===== config.mk =====
export PLATFORM = sky130hd
export DESIGN_NAME = stack_engine_flat
export DESIGN_NICKNAME = d
export VERILOG_FILES = /design/src/rtl/stack_engine_if.sv /design/src/rtl/stack_engine.sv /design/src/flat_wrapper.sv
export SDC_FILE = /design/constraint.sdc
export NUM_CORES = 1
export LEC_CHECK = 0
export CORE_ASPECT_RATIO = 2
export CORE_MARGIN = 8
export CORE_UTILIZATION = 40
export CTS_CLUSTER_DIAMETER = 80
export CTS_CLUSTER_SIZE = 8
export DETAILED_ROUTE_END_ITERATION = 10
export GPL_TIMING_DRIVEN = 0
export MAX_ROUTING_LAYER = met4
export PLACE_DENSITY = 0.76
export SETUP_SLACK_MARGIN = 0.3
export SLEW_MARGIN = 10
export SYNTH_ARGS = -nofsm -noshare
export SYNTH_HDL_FRONTEND = slang
export SYNTH_SLANG_ARGS = --single-unit

===== constraint.sdc =====
create_clock -name clk -period 1.7 [get_ports clk]
set_clock_uncertainty 0.15 [all_clocks]
set_input_delay 0.17 -clock clk [delete_from_list [all_inputs] [get_ports clk]]
set_output_delay 0.17 -clock clk [all_outputs]
set_load 0.005 [all_outputs]

===== src/rtl/stack_engine_if.sv =====
`default_nettype none
// ============================================================================
//  Module      : stack_engine_if
//  Description : Command, register-file and data-memory signals of stack_engine.
//  Revision    : 1.0 - initial release
// ============================================================================
interface stack_engine_if;
    logic       start;
    logic       op;
    logic [1:0] reg_idx;
    logic [1:0] rf_ra;
    logic [1:0] rf_rb;
    logic [7:0] rf_ra_data;
    logic [7:0] rf_rb_data;
    logic       rf_we;
    logic [1:0] rf_rd;
    logic [7:0] rf_wdata;
    logic       mem_req;
    logic       mem_we;
    logic [7:0] mem_addr;
    logic [7:0] mem_wdata;
    logic       mem_ack;
    logic [7:0] mem_rdata;
    logic       busy;
    logic       done;
    logic       err;

    modport slave (
        input  start, op, reg_idx, rf_ra_data, rf_rb_data, mem_ack, mem_rdata,
        output rf_ra, rf_rb, rf_we, rf_rd, rf_wdata,
        output mem_req, mem_we, mem_addr, mem_wdata, busy, done, err
    );

    modport master (
        output start, op, reg_idx, rf_ra_data, rf_rb_data, mem_ack, mem_rdata,
        input  rf_ra, rf_rb, rf_we, rf_rd, rf_wdata,
        input  mem_req, mem_we, mem_addr, mem_wdata, busy, done, err
    );
endinterface
`default_nettype wire


===== src/rtl/stack_engine.sv =====
`default_nettype none
// ============================================================================
//  Module      : stack_engine
//  Description : PUSH/POP sequencer between a 4-entry register file (R3 = SP)
//                and a byte-wide data memory.
//  Revision    : 1.0 - initial release
// ============================================================================
module stack_engine (
    input  wire logic         clk,
    input  wire logic         rst_n,
    stack_engine_if.slave     bus
);
    typedef enum logic [2:0] {
        S_IDLE   = 3'd0,
        S_LATCH  = 3'd1,
        S_MEM    = 3'd2,
        S_WB_SP  = 3'd3,
        S_WB_REG = 3'd4,
        S_FIN    = 3'd5
    } state_t;

    localparam logic [1:0] c_SP_REG = 2'd3;

    state_t     r_state;
    state_t     w_next;
    logic       r_op;
    logic [1:0] r_idx;
    logic [7:0] r_sp;
    logic [7:0] r_val;
    logic [7:0] r_rdata;

    logic       w_rf_we;
    logic [1:0] w_rf_rd;
    logic [7:0] w_rf_wdata;
    logic       w_mem_req;
    logic       w_mem_we;
    logic [7:0] w_mem_addr;
    logic [7:0] w_mem_wdata;
    logic       w_done;
    logic       w_err;
    logic [7:0] w_sp_inc;
    logic [7:0] w_sp_dec;

    assign w_sp_inc = r_sp + 8'd1;
    assign w_sp_dec = r_sp - 8'd1;

    always_ff @(posedge clk or negedge rst_n) begin
        if (!rst_n) begin
            r_state <= S_IDLE;
            r_op    <= 1'b0;
            r_idx   <= 2'd0;
            r_sp    <= 8'd0;
            r_val   <= 8'd0;
            r_rdata <= 8'd0;
        end else begin
            r_state <= w_next;
            if (r_state == S_IDLE && bus.start) begin
                r_op  <= bus.op;
                r_idx <= bus.reg_idx;
            end
            if (r_state == S_LATCH) begin
                r_sp  <= bus.rf_rb_data;
                r_val <= bus.rf_ra_data;
            end
            if (r_state == S_MEM && bus.mem_ack && r_op) begin
                r_rdata <= bus.mem_rdata;
            end
        end
    end

    always_comb begin
        w_next      = r_state;
        w_rf_we     = 1'b0;
        w_rf_rd     = 2'd0;
        w_rf_wdata  = 8'd0;
        w_mem_req   = 1'b0;
        w_mem_we    = 1'b0;
        w_mem_addr  = 8'd0;
        w_mem_wdata = 8'd0;
        w_done      = 1'b0;
        w_err       = 1'b0;
        case (r_state)
            S_IDLE: begin
                if (bus.start) begin
                    w_next = S_LATCH;
                end
            end
            S_LATCH: begin
                // Full stack (SP==0) refuses PUSH, empty stack (SP==255) refuses POP.
                if ((!r_op && bus.rf_rb_data == 8'd0) || (r_op && bus.rf_rb_data == 8'hFF)) begin
                    w_err  = 1'b1;
                    w_next = S_IDLE;
                end else begin
                    w_next = r_op ? S_WB_SP : S_MEM;
                end
            end
            S_MEM: begin
                w_mem_req   = 1'b1;
                w_mem_we    = ~r_op;
                w_mem_addr  = r_op ? w_sp_inc : r_sp;
                w_mem_wdata = r_op ? 8'd0 : r_val;
                if (bus.mem_ack) begin
                    w_next = r_op ? S_WB_REG : S_WB_SP;
                end
            end
            S_WB_SP: begin
                w_rf_we    = 1'b1;
                w_rf_rd    = c_SP_REG;
                w_rf_wdata = r_op ? w_sp_inc : w_sp_dec;
                w_next     = r_op ? S_MEM : S_FIN;
            end
            S_WB_REG: begin
                w_rf_we    = 1'b1;
                w_rf_rd    = r_idx;
                w_rf_wdata = r_rdata;
                w_next     = S_FIN;
            end
            S_FIN: begin
                w_done = 1'b1;
                w_next = S_IDLE;
            end
            default: begin
                w_next = S_IDLE;
            end
        endcase
    end

    assign bus.rf_ra     = r_idx;
    assign bus.rf_rb     = c_SP_REG;
    assign bus.rf_we     = w_rf_we;
    assign bus.rf_rd     = w_rf_rd;
    assign bus.rf_wdata  = w_rf_wdata;
    assign bus.mem_req   = w_mem_req;
    assign bus.mem_we    = w_mem_we;
    assign bus.mem_addr  = w_mem_addr;
    assign bus.mem_wdata = w_mem_wdata;
    assign bus.busy      = (r_state != S_IDLE);
    assign bus.done      = w_done;
    assign bus.err       = w_err;
endmodule
`default_nettype wire


===== src/flat_wrapper.sv =====
// flat-port wrapper written by rule: the top's interface ports become plain ports
module stack_engine_flat 
  (clk, rst_n, bus_start, bus_op, bus_reg_idx, bus_rf_ra_data, bus_rf_rb_data, bus_mem_ack, bus_mem_rdata, bus_rf_ra, bus_rf_rb, bus_rf_we, bus_rf_rd, bus_rf_wdata, bus_mem_req, bus_mem_we, bus_mem_addr, bus_mem_wdata, bus_busy, bus_done, bus_err);
  stack_engine_if bus_i ();
  input  wire logic clk;
  input  wire logic rst_n;
  input wire logic [$bits(bus_i.start)-1:0] bus_start;
  input wire logic [$bits(bus_i.op)-1:0] bus_op;
  input wire logic [$bits(bus_i.reg_idx)-1:0] bus_reg_idx;
  input wire logic [$bits(bus_i.rf_ra_data)-1:0] bus_rf_ra_data;
  input wire logic [$bits(bus_i.rf_rb_data)-1:0] bus_rf_rb_data;
  input wire logic [$bits(bus_i.mem_ack)-1:0] bus_mem_ack;
  input wire logic [$bits(bus_i.mem_rdata)-1:0] bus_mem_rdata;
  output wire logic [$bits(bus_i.rf_ra)-1:0] bus_rf_ra;
  output wire logic [$bits(bus_i.rf_rb)-1:0] bus_rf_rb;
  output wire logic [$bits(bus_i.rf_we)-1:0] bus_rf_we;
  output wire logic [$bits(bus_i.rf_rd)-1:0] bus_rf_rd;
  output wire logic [$bits(bus_i.rf_wdata)-1:0] bus_rf_wdata;
  output wire logic [$bits(bus_i.mem_req)-1:0] bus_mem_req;
  output wire logic [$bits(bus_i.mem_we)-1:0] bus_mem_we;
  output wire logic [$bits(bus_i.mem_addr)-1:0] bus_mem_addr;
  output wire logic [$bits(bus_i.mem_wdata)-1:0] bus_mem_wdata;
  output wire logic [$bits(bus_i.busy)-1:0] bus_busy;
  output wire logic [$bits(bus_i.done)-1:0] bus_done;
  output wire logic [$bits(bus_i.err)-1:0] bus_err;
  assign bus_i.start = bus_start;
  assign bus_i.op = bus_op;
  assign bus_i.reg_idx = bus_reg_idx;
  assign bus_i.rf_ra_data = bus_rf_ra_data;
  assign bus_i.rf_rb_data = bus_rf_rb_data;
  assign bus_i.mem_ack = bus_mem_ack;
  assign bus_i.mem_rdata = bus_mem_rdata;
  assign bus_rf_ra = bus_i.rf_ra;
  assign bus_rf_rb = bus_i.rf_rb;
  assign bus_rf_we = bus_i.rf_we;
  assign bus_rf_rd = bus_i.rf_rd;
  assign bus_rf_wdata = bus_i.rf_wdata;
  assign bus_mem_req = bus_i.mem_req;
  assign bus_mem_we = bus_i.mem_we;
  assign bus_mem_addr = bus_i.mem_addr;
  assign bus_mem_wdata = bus_i.mem_wdata;
  assign bus_busy = bus_i.busy;
  assign bus_done = bus_i.done;
  assign bus_err = bus_i.err;
  stack_engine u_core (.clk(clk), .rst_n(rst_n), .bus(bus_i));
endmodule

==> impl_metrics.json <==
{
  "status": "complete, but fails checks",
  "violations": "negative setup slack",
  "seqCellArea_um2": 754,
  "setup_violations": 60,
  "r2r-start": "u_core.r_state[0]",
  "min_period_ns": 2.36,
  "wl_per_cell_um": 24.0,
  "fill_cells": 206,
  "synth-async-reset-ratio_pct": 100,
  "yosys_warnings": 0,
  "io_pins": 67,
  "multi_input_area_um2": 1350,
  "clock_sinks": 30,
  "dp.final_hpwl_um": 3940,
  "grt_usage_pct": 21.3,
  "synthCells": 193,
  "postRouteAntennaNets": 0,
  "syn_area_per_cell_um2": 9.54,
  "grt_max_degree": 31,
  "holdCritPathClass": "primary input to async pin",
  "syn_to_final_growth_pct": 113,
  "slowest_delay_ns": 0.50,
  "num_rows": 35,
  "synth_edf_count": 0,
  "overflow": 0,
  "seq_area_frac_synth_pct": 40.8,
  "max_freq_mhz": 423,
  "mostFrequentLayoutCells": "buf_6 (61), buf_4 (34), clkdlybuf4s50_1 (29)",
  "cts-htree-levels": 2,
  "dieArea_um2": 7160,
  "clk_path_buf_depth": 2,
  "antenna_found_initial": 0,
  "cts_root_buf": "clkbuf_8",
  "critPathKind": "flip-flop to output port",
  "cp_max_fo": 3,
  "cp-end-kind": "output port",
  "synth_flop_cell": "dfrtp_1",
  "slew_headroom_pct": 52.8,
  "clk_pin_slew_worst_paths_ns": 0.08,
  "drv_cap": 0,
  "antennaDiodeCount": 0,
  "nets": 387,
  "stdcell_area_um2": 3920,
  "cts_buffers": 5,
  "cp_slowest_cell": "or4b_4",
  "required_ns": 1.38,
  "tightest_slew_ns": 0.708,
  "place_inst": 313,
  "ir_drop_mv": 1.41,
  "initial_core_util_pct": 40.8,
  "p_leak_nw": 1.83,
  "cp-startpoint": "u_core.r_sp[1]",
  "startpoint_type": "flip-flop",
  "setup_ws_ns": -0.665,
  "grt_pass1_wl_um": 11700,
  "crit_chain": "buf_6 > inv_4 > ha_4 > or4b_4 > o22ai_2 > xnor2_1 > o21ai_1 > buf_2",
  "layout.cells.non_filler": 408,
  "io_buffers": 64,
  "synthesis.area_um2": 1840,
  "mostFrequentLayoutCell": "buf_6",
  "clkLatencyLatePin_ns": 0.29,
  "grt_pass1_vias": 2337,
  "placement.cell_area_um2": 2710,
  "cp_data_arrival_time_ns": 2.04,
  "layout-drive-gt1-share_pct": 64.3,
  "hold_violations": 0,
  "die_y_um": 112,
  "rsz0062_at_grt": "yes",
  "min_period_over_period_pct": 139,
  "synth.distinct_cells": 42,
  "die_w_um": 64.0,
  "power_density_nw_per_um2": 1960,
  "slew_viol_final": 0,
  "ys_ff_latch": 30,
  "dr.pass1.iters": 4,
  "hold_slack_ns": 0.311,
  "place_congestion": 0.870,
  "via_per_inst": 5.68,
  "drc": 0,
  "coreArea_um2": 4510,
  "num_vias": 2316,
  "wirelength_um": 9810,
  "cts_tree": "done",
  "drt_iter0_drc": 118
}
==> metrics by stage <==
stage          power (mW)  TNS (ns)  setup slack [ns]  utilization [%]
2_1_floorplan        3.16   -0.0118           -0.0118                -
3_3_place_gp         4.18    -17.73            -0.625             60.1
3_5_place_dp         4.24    -11.55            -0.656             60.0
4_1_cts              6.21     -7.43            -0.584             77.5
5_1_grt              7.97    -19.74            -0.723             86.8
6_report             7.68    -17.79            -0.665             86.8
==> worst max-delay path, delay by kind of cell, from the launching register on <==
kind,cells,cell delay (ns)
and+or+nand+nor,1,0.50
DFF,1,0.43
AOI/OAI and AO/OA,2,0.19
xor gates and xnor gates,1,0.16
buffers and inverters,3,0.34
adders and majority gates,1,0.14
==> cells in the mapped netlist, drive strengths merged, types with 2 or more instances <==
| cell type | count | area (um^2) |
|---|---|---|
| and2 | 9 | 56.3 |
| or3 | 2 | 12.5 |
| nor3b | 2 | 15.0 |
| xor2 | 5 | 43.8 |
| nor4 | 3 | 33.8 |
| clkbuf | 3 | 11.3 |
| dfrtp | 30 | 751 |
| buf | 10 | 61.3 |
| nand4 | 5 | 31.3 |
| o21ai | 16 | 80.1 |
| nor2 | 11 | 43.8 |
| nand2 | 28 | 105 |
| o22ai | 3 | 31.3 |
| inv | 6 | 22.5 |
| mux2 | 23 | 259 |
| or2 | 2 | 12.5 |
| nor3 | 4 | 20.0 |
| ha | 4 | 50.1 |
| o21a | 3 | 22.5 |
| or4 | 2 | 18.8 |
| nand3b | 2 | 18.8 |
| a21oi | 3 | 15.0 |
| nor2b | 2 | 12.5 |
| xnor2 | 5 | 43.8 |
==> logic make-up after synthesis <==
kind of cell	after synthesis	synth area share, %
AO/OA/AOI/OAI	29	9.78
XOR/XNOR	10	4.76
adder cells (fa/ha/maj)	4	2.72
buffers and inverters	20	5.37
flip-flops	30	40.8
multiplexers	24	14.6
other	1	0.204
AND/OR/NAND/NOR	75	21.8
==> flip-flops by register name (all words and copies together) (netlist names) <==
signal	flops
u_core.r_rdata	8
u_core.r_sp	8
u_core.r_val	8
u_core.r_state	3
u_core.bus.rf_ra	2
u_core.r_op	1
==> metal layers <==
layer,up-vias,GRT usage (%),routed length [um]
met3,50,4.12,562
met1,1144,21.1,3480
met2,138,37.5,5180
met4,0,11.1,582
li1,984,-,-
met5,-,-,0
==> power by group <==
| part | internal (mW) | switching [mW] |
|---|---|---|
| registers | 1.08 | 0.327 |
| clock network | 0.325 | 0.300 |
| logic | 3.25 | 2.39 |
| total | 4.66 | 3.02 |
==> timing repair <==
item	4_1_cts	5_1_grt
hold buffers	1	0
pin swaps	41	25
resized for setup	213	67
gates cloned	2	0
setup buffers	57	27
endpoints found under the setup margin	60	62
hold endpoints to repair	30	0
==> cell type report <==
class | count | share of cell area [%]
clock inverters | 2 | 0.319
clock buffers | 6 | 2.11
plain buffers | 13 | 3.67
inverters | 7 | 1.44
repair buffers | 150 | 36.9
well taps | 55 | 1.76
flip-flops and latches | 30 | 19.3
multi-input cells | 145 | 34.5
==> final timing paths <==
| check | endpoint | slack [ns] | cells after the start |
|---|---|---|---|
| setup / recovery | bus_rf_wdata[6] | -0.66 | 8 |
| hold / removal | u_core.r_sp[7] | 0.31 | 2 |
| setup reg to reg | u_core.r_sp[6] | -0.29 | 8 |
| hold reg to reg | u_core.r_rdata[7] | 0.37 | 1 |
| max in group asynchronous | u_core.r_state[1] | 0.59 | 2 |
| min in group clk | u_core.r_op | 0.32 | 3 |
Note: power is estimated with default switching activity, not from simulation.
==> variant (same settings) <==
Encoding of `state_t`: now one-hot (6 bits for 6 states).
--- a/src/rtl/stack_engine.sv
+++ b/src/rtl/stack_engine.sv
@@ -10,13 +10,13 @@
     input  wire logic         rst_n,
     stack_engine_if.slave     bus
 );
-    typedef enum logic [2:0] {
-        S_IDLE   = 3'd0,
-        S_LATCH  = 3'd1,
-        S_MEM    = 3'd2,
-        S_WB_SP  = 3'd3,
-        S_WB_REG = 3'd4,
-        S_FIN    = 3'd5
+    typedef enum logic [5:0] {
+        S_IDLE   = 6'b000001,
+        S_LATCH  = 6'b000010,
+        S_MEM    = 6'b000100,
+        S_WB_SP  = 6'b001000,
+        S_WB_REG = 6'b010000,
+        S_FIN    = 6'b100000
     } state_t;
 
     localparam logic [1:0] c_SP_REG = 2'd3;
Function: same outputs for any inputs over 10 cycles, from zero or initial values and one cycle with rst_n low; not proved beyond that.
==> variant against the original RTL <==
The run still ends with setup timing left; sequential cell count up 3; critical path depth down 2; cell area down 11%; worst setup slack worse by 0.051 ns; core utilization down 15 points; synthesized area up 6.6%; wire length down 25%; critical endpoint is now bus_mem_wdata[7].
Power is not compared: it rests on default switching activity, and its combinational part moved more than twofold at a synthesized area within 25%.
==> variant: results (changes against the original RTL) <==
| Metric | Value |
|---|---|
| Status | `complete, but fails checks (unchanged)` |
| Failing checks | `setup timing (unchanged)` |
| DP Wirelength | `4281 um (was 3942 um)` |
| Wire length of the first global-routing pass | `10420 um (was 11740 um)` |
| Synth area leaders | `dfrtp_1, mux2_2, mux2_4 (was dfrtp_1, mux2_2, nand2_1)` |
| Tot GR Track Use | `18.33% (was 21.27%)` |
| TNS Setup | `-32.04 ns (was -17.79 ns)` |
| Vias in the first global route | `2097 (was 2337)` |
| Nets | `343 (was 387)` |
| Share of layout cells above drive strength 1 | `56.63% (was 64.31%)` |
| Sequential area share after synthesis | `42.13% (was 40.76%)` |
| Worst-path clk slew | `0.07 ns` |
| Worst-margin pin slew | `0.7522 ns (was 0.7076 ns)` |
| Fillers | `339 (was 206)` |
| CP arrival | `2.10 ns (was 2.04 ns)` |
| Initial DRC count | `72 (was 118)` |
| Pre-CTS setup slack | `-0.8866 ns (was -0.6558 ns)` |
| Setup ws final | `-0.7158 ns (was -0.6648 ns)` |
| R2r setup slk | `-0.71 ns (was -0.29 ns)` |
| CP max FO | `5 (was 3)` |
| YS warnings | `0 (unchanged)` |
| Synth top cells by count | `dfrtp_1, mux2_2, clkbuf_1, nor2_1 (was dfrtp_1, nand2_1, mux2_2)` |
| Largest regs | `u_core.r_rdata x8, u_core.r_sp x8, u_core.r_val x8 (unchanged)` |
| Via count | `1967 (was 2316)` |
| Hold_ws | `0.3352 ns (was 0.3112 ns)` |
| RD Place Congestion | `0.7844 (was 0.8700)` |
| Largest net degree at the start of global routing | `34 (was 31)` |
| Reg2Reg Depth | `7 (was 8)` |
| Setup Viol. Count Final | `64 (was 60)` |
| Yosys cell types | `45 (was 42)` |
[variant: cell count changes in the layout (fill, tap and decap cells not counted), moves of 12 or more]
cell / delta
buf_6: -33
mux2_2: +17
mux2_4: -13
nand2_1: -13
o21ai_1: -12
[variant: repair_timing]
action                     4_1_cts  5_1_grt
setup endpoints to repair       67       65
pin swaps                       22       12
hold endpoints to repair        32        0
buffers inserted                35       12
gates cloned                     3        1
hold buffers                     1        0
gates resized for setup        181       31
[variant: kinds of logic (layout without fill, tap and decap cells)]
group	Yosys count	after routing	share of synthesized area [%]
other cells	1	2	0.1910
buf+inv	23	147	5.736
fa+ha+maj	4	4	2.549
flops	33	33	42.13
compound gates	26	26	9.242
mux	28	28	17.53
simple gates	58	58	17.72
xor+xnor	11	11	4.907
[variant: critical path: stages (launching register included)]
cell and delay [ns]:
dfrtp_1 0.40, or4_4 0.51, or3b_4 0.42, inv_4 0.09, buf_6 0.11, and3_4 0.18, buf_6 0.10
[variant: final timing paths]
path,start,to
max,u_core.r_state[4],bus_mem_wdata[7]
min,rst_n,u_core.r_val[6]
max reg2reg,u_core.r_state[4],u_core.r_rdata[1]
min reg2reg,u_core.r_val[1],u_core.r_val[1]
max in group asynchronous,rst_n,u_core.r_sp[4]
min in group clk,bus_rf_ra_data[2],u_core.r_val[2]
[variant: stage by stage]
stage	cells	power, mW	area (sq um)
2_1_floorplan	185	2.597	2077
3_3_place_gp	306	3.077	2789
3_5_place_dp	306	3.138	2784
4_1_cts	353	4.334	3242
5_1_grt	366	4.979	3467
6_report	366	4.723	3467
[variant: area by class of cell]
class	instances	area (sq um)	area share, %
Buffer	15	190.2	5.485
Clock buffer	7	96.34	2.779
Clock inverter	1	5.005	0.1444
Inverter	8	32.53	0.9383
Multi-Input combinational cell	129	1225	35.33
Sequential cell	33	827.0	23.85
Tap cell	57	71.32	2.057
Timing Repair Buffer	116	1020	29.41
[variant: power by group through the flow]
| stage | registers, mW | clock network, mW | logic, mW |
|---|---|---|---|
| 2_1_floorplan | 1.29 | 0 | 1.31 |
| 3_3_place_gp | 1.33 | 0 | 1.74 |
| 3_5_place_dp | 1.35 | 0 | 1.79 |
| 4_1_cts | 1.32 | 0.662 | 2.35 |
| 5_1_grt | 1.39 | 0.699 | 2.89 |
| 6_report | 1.35 | 0.654 | 2.72 |
[variant: routing by layer]
layer / part of all wire (%) / track usage [%] / vias up
met5: 0 / - / -
met4: 4.3 / 7.038 / 0
li1: - / - / 902
met2: 56 / 34.43 / 79
met3: 5.2 / 4.000 / 30
met1: 34 / 17.16 / 956
